`src/rtl/qdec_ctx_arb.sv`:
```
// Context-RAM arbiter for the arithmetic decoder: init writes, SAO/CQT context reads, decoder write-back.
// Optional macro QDEC_CTX_FWD_EN: forwards the write-back context to a same-address read granted in WB.
`timescale 1ns/1ps
module qdec_ctx_arb (
    input  logic       clk,
    input  logic       rst_n,
    input  logic       i_init_req,
    input  logic [9:0] i_init_addr,
    input  logic [7:0] i_init_wdata,
    output logic       o_init_gnt,
    input  logic       i_sao_req,
    input  logic [9:0] i_sao_addr,
    input  logic       i_cqt_req,
    input  logic [9:0] i_cqt_addr,
    output logic       o_sao_gnt,
    output logic       o_cqt_gnt,
    output logic [9:0] o_mem_addr,
    output logic [7:0] o_mem_wdata,
    output logic       o_mem_we,
    output logic       o_mem_re,
    input  logic [7:0] i_mem_rdata,
    output logic [6:0] o_ctx_state,
    output logic       o_mps,
    output logic       o_ctx_state_vld,
    input  logic       i_ctx_state_rdy,
    input  logic [6:0] i_upd_state,
    input  logic       i_upd_mps,
    input  logic       i_upd_vld,
    output logic       o_upd_rdy,
    output logic       o_busy
);

    typedef enum logic [2:0] {
        S_IDLE,
        S_RD,
        S_PRESENT,
        S_WAIT_UPD,
        S_WB
    } state_t;

    state_t     r_state;
    logic [9:0] r_cur_addr;
    logic [6:0] r_ctx_state;
    logic       r_mps;
    logic [7:0] r_upd;

    logic       w_idle;
    logic       w_wb;
    logic       w_rd_req;
    logic [9:0] w_rd_addr;
    logic       w_init_gnt;
    logic       w_rd_gnt_idle;
    logic       w_fwd_hit;
    logic       w_gnt_any;

    // Init always wins; among reads CQT beats SAO.
    assign w_idle        = (r_state == S_IDLE);
    assign w_wb          = (r_state == S_WB);
    assign w_rd_req      = ~i_init_req & (i_cqt_req | i_sao_req);
    assign w_rd_addr     = i_cqt_req ? i_cqt_addr : i_sao_addr;
    assign w_init_gnt    = w_idle & i_init_req;
    assign w_rd_gnt_idle = w_idle & w_rd_req;

`ifdef QDEC_CTX_FWD_EN
    // Only a same-address read is taken early; a miss waits for IDLE as usual.
    assign w_fwd_hit = w_wb & w_rd_req & (w_rd_addr == r_cur_addr);
`else
    assign w_fwd_hit = 1'b0;
`endif

    assign w_gnt_any = w_rd_gnt_idle | w_fwd_hit;

    assign o_init_gnt = w_init_gnt;
    assign o_cqt_gnt  = w_gnt_any & i_cqt_req;
    assign o_sao_gnt  = w_gnt_any & i_sao_req & ~i_cqt_req;

    assign o_mem_we    = w_init_gnt | w_wb;
    assign o_mem_re    = w_rd_gnt_idle;
    assign o_mem_addr  = w_wb          ? r_cur_addr  :
                         w_init_gnt    ? i_init_addr :
                         w_rd_gnt_idle ? w_rd_addr   : 10'd0;
    assign o_mem_wdata = w_wb       ? r_upd        :
                         w_init_gnt ? i_init_wdata : 8'd0;

    assign o_ctx_state     = r_ctx_state;
    assign o_mps           = r_mps;
    assign o_ctx_state_vld = (r_state == S_PRESENT);
    assign o_upd_rdy       = (r_state == S_WAIT_UPD);
    assign o_busy          = ~w_idle;

    always_ff @(posedge clk) begin
        if (!rst_n) begin
            r_state     <= S_IDLE;
            r_cur_addr  <= 10'd0;
            r_ctx_state <= 7'd0;
            r_mps       <= 1'b0;
            r_upd       <= 8'd0;
        end else begin
            unique case (r_state)
                S_IDLE: begin
                    if (w_rd_gnt_idle) begin
                        r_cur_addr <= w_rd_addr;
                        r_state    <= S_RD;
                    end
                end
                S_RD: begin
                    {r_ctx_state, r_mps} <= i_mem_rdata;
                    r_state              <= S_PRESENT;
                end
                S_PRESENT: begin
                    if (i_ctx_state_rdy)
                        r_state <= S_WAIT_UPD;
                end
                S_WAIT_UPD: begin
                    if (i_upd_vld) begin
                        r_upd   <= {i_upd_state, i_upd_mps};
                        r_state <= S_WB;
                    end
                end
                S_WB: begin
                    if (w_fwd_hit) begin
                        {r_ctx_state, r_mps} <= r_upd;
                        r_state              <= S_PRESENT;
                    end else begin
                        r_state <= S_IDLE;
                    end
                end
                default: r_state <= S_IDLE;
            endcase
        end
    end

endmodule
```
`config.mk`:
```
export PLATFORM = sky130hd
export DESIGN_NAME = qdec_ctx_arb
export DESIGN_NICKNAME = d
export VERILOG_FILES = /design/src/rtl/qdec_ctx_arb.sv
export SDC_FILE = /design/constraint.sdc
export NUM_CORES = 1
export LEC_CHECK = 0
export BUFFER_PORTS_ARGS = -buffer_cell sky130_fd_sc_hd__clkbuf_2
export CORE_ASPECT_RATIO = 2
export CORE_MARGIN = 2
export CORE_UTILIZATION = 35
export CTS_CLUSTER_DIAMETER = 80
export CTS_CLUSTER_SIZE = 25
export DETAILED_ROUTE_END_ITERATION = 6
export PLACE_DENSITY = 0.66
export SETUP_SLACK_MARGIN = 0.15
export SYNTH_ARGS = -nofsm -noshare
export SYNTH_HDL_FRONTEND = slang
export SYNTH_SLANG_ARGS = --single-unit
```
`constraint.sdc`:
```
create_clock -name clk -period 3.74 [get_ports clk]
set_clock_uncertainty 0.2 [all_clocks]
set_input_delay 0.374 -clock clk [delete_from_list [all_inputs] [get_ports clk]]
set_output_delay 0.374 -clock clk [all_outputs]
set_load 0.02 [all_outputs]
```
==> flow_summary.toml <==
[floorplan]
die_h_um = 99.4
die_x_um = 51.7
io_pins = 95
die-area_um2 = 5140
start_util_pct = 36.3
coreArea_um2 = 4380
rows = 34

[critical_path]
crit_type = "reg -> out"
arrival_ps = 2170
worstPathMaxFanout = 20
cp-start-kind = "flip-flop"
cp-end-kind = "output port"
cp.required_ps = 3170

[clock_network]
clockBufferDepth = 2
clock_latency_ps = 280
cts_buffers = 5
clock-sinks = 29
clkTransAtPathRegs_ps = 70
h-tree-depth = 2
cts_resized = 0
cts_tree = "built"
root_buffer = "clkbuf_8"
post-cts-setup-buffer-count = 0
ctsHoldBuffers = 0

[drt]
via_per_inst = 4.94
drt_pass1_iterations = 4
drc_errors = 0
final_antenna_net_count = 0
wl_per_cell_um = 12.9
dr_total_vias = 1630
finalWirelength_um = 4250
drt_iter0_markers = 18

[synth]
synth_top_area_share_pct = 36.5
syn_area_um2 = 1590
synth_area_leaders = "dfxtp_1 36%, a21boi_0 8.5%, mux2_2 7.1%, nand2_1 6.1%, mux2i_1 5.0%"
yosysWarningCount = 0
synth_cell_types = 30
yosysTopAreaCell = "dfxtp_1"
postSynthAreaPerCell_um2 = 8.47
synthCells = 188
seq_area_frac_synth_pct = 36.5
ys_seq_elements = 29
syn_nets = 249

[min_path]
hold_class = "in -> reg"

[placement]
place.port_buffers = 94
place_congestion = 0.737
post-place-ws_ps = 1240
hpwlAfterDp_um = 3260

[final_layout]
drive_gt1_share_pct = 42.8
area_delta_synth_final_pct = 37.7
layout_common_cells = "94 x clkbuf_2, 29 x dfxtp_1, 26 x nand2_1"
layout_commonest_cell = "clkbuf_2"
nNetsFinal = 336
num-fill-cells = 484
diodes = 0

[grt]
grt_max_degree = 30
first_global_vias = 1558
grt_pass1_wl_um = 6830
antenna_found_initial = 0
grt_overflow = 0
grtUsageTotal_pct = 17.4

[timing]
max-slew-margin-rel_pct = 30.5
finalHoldViolCount = 0
tightest_slew_ps = 1040
drv_slew = 0
clock.fmax_mhz = 364
setup_violations = 0
fin_crit_sh_pct = 73.4
rsz0062_at_grt = "false"
fin_ws_ps = 995
final.setup.tns_ps = 0
fin_crit_ps = 2750

[run]
max-cap-violations = 0

[pwr]
p_leak_nw = 1.02
powerDensity_nw_per_um2 = 405
irDropWorstVdd_mv = 0.218

[outcome]
outcome = "finished clean"
final timing paths:
kind / from / cells after the start / to / slack, ps
setup / recovery: r_state[1]$_SDFFE_PN0P_ / 4 / o_mem_addr[9] / 990
hold reg to reg: r_upd[2]$_SDFFE_PN0P_ / 2 / r_upd[2]$_SDFFE_PN0P_ / 270
setup reg to reg: r_state[0]$_SDFFE_PN0P_ / 5 / r_state[0]$_SDFFE_PN0P_ / 1910
hold / removal: i_upd_state[3] / 3 / r_upd[4]$_SDFFE_PN0P_ / 120
worst max-delay path, cell delays in order, from the launching register on:
cell,delay [ps]
dfxtp_1,420
nor4b_4,960
nand2_1,120
a31oi_1,210
clkbuf_2,190
flip-flops by register name, indices dropped and copies added, names as in the netlist:
signal       cells
r_cur_addr      10
r_upd            8
o_ctx_state      7
r_state          3
o_mps            1
logic make-up (layout without fill, tap and decap cells):
family	count (synthesis)	count (layout)	share of synthesized area, %
simple gates	71	71	23.6
compound gates	52	52	22.7
flops	29	29	36.5
mux	18	18	12.1
buf+inv	18	106	5.11
report_power, final:
group	total, mW	internal (mW)	switching, mW
Clock	0.338	0.216	0.121
Sequential	0.337	0.324	0.0126
Combinational	0.213	0.0919	0.121
Total	0.887	0.633	0.255
Yosys cell counts:
cell      number
a21boi_0      18
a21oi_1        1
a22o_1         8
a31oi_1       11
and2_1         1
and3_1         2
and4b_1        1
buf_2         11
clkbuf_1       5
dfxtp_1       29
inv_1          2
mux2_2        10
mux2i_1        8
nand2_1       26
nand2b_1       4
nand3_1       10
nand4b_1       1
nor2_1        12
nor2b_1        8
nor3_1         1
nor3_2         1
nor3b_1        1
nor4b_2        1
nor4b_4        1
o211ai_1       1
o21a_1         1
o21ai_0       10
o21ba_2        1
o21bai_1       1
or3b_1         1
metal layers:
metal | track usage [%] | vias to the layer above | share of wire, %
met2 | 32.3 | 50 | 56
met3 | 3.75 | 4 | 5.1
met4 | 6.68 | 0 | 1.3
met1 | 18.2 | 739 | 37
met5 | 0 | - | 0
li1 | - | 837 | -
final cells by class:
class / instances / area (µm²) / share of cell area, %
Sequential cell: 29 / 581 / 26.5
Timing Repair Buffer: 96 / 485 / 22.2
Multi-Input combinational cell: 141 / 930 / 42.4
Tap cell: 54 / 67.6 / 3.08
Inverter: 2 / 7.51 / 0.343
Clock inverter: 2 / 37.5 / 1.71
Clock buffer: 6 / 82.6 / 3.77
stage by stage:
step,util (%),hold slack [ps],power [mW],cells,instance area (µm²)
floorplan,-,243,0.479,188,1590
global placement,47.3,252,0.556,322,2070
detailed placement,47.3,263,0.559,322,2070
CTS,50.0,114,0.900,330,2190
global route,50.0,122,0.930,330,2190
finish,50.0,116,0.887,330,2190
Power figures use the tool's default switching activity.
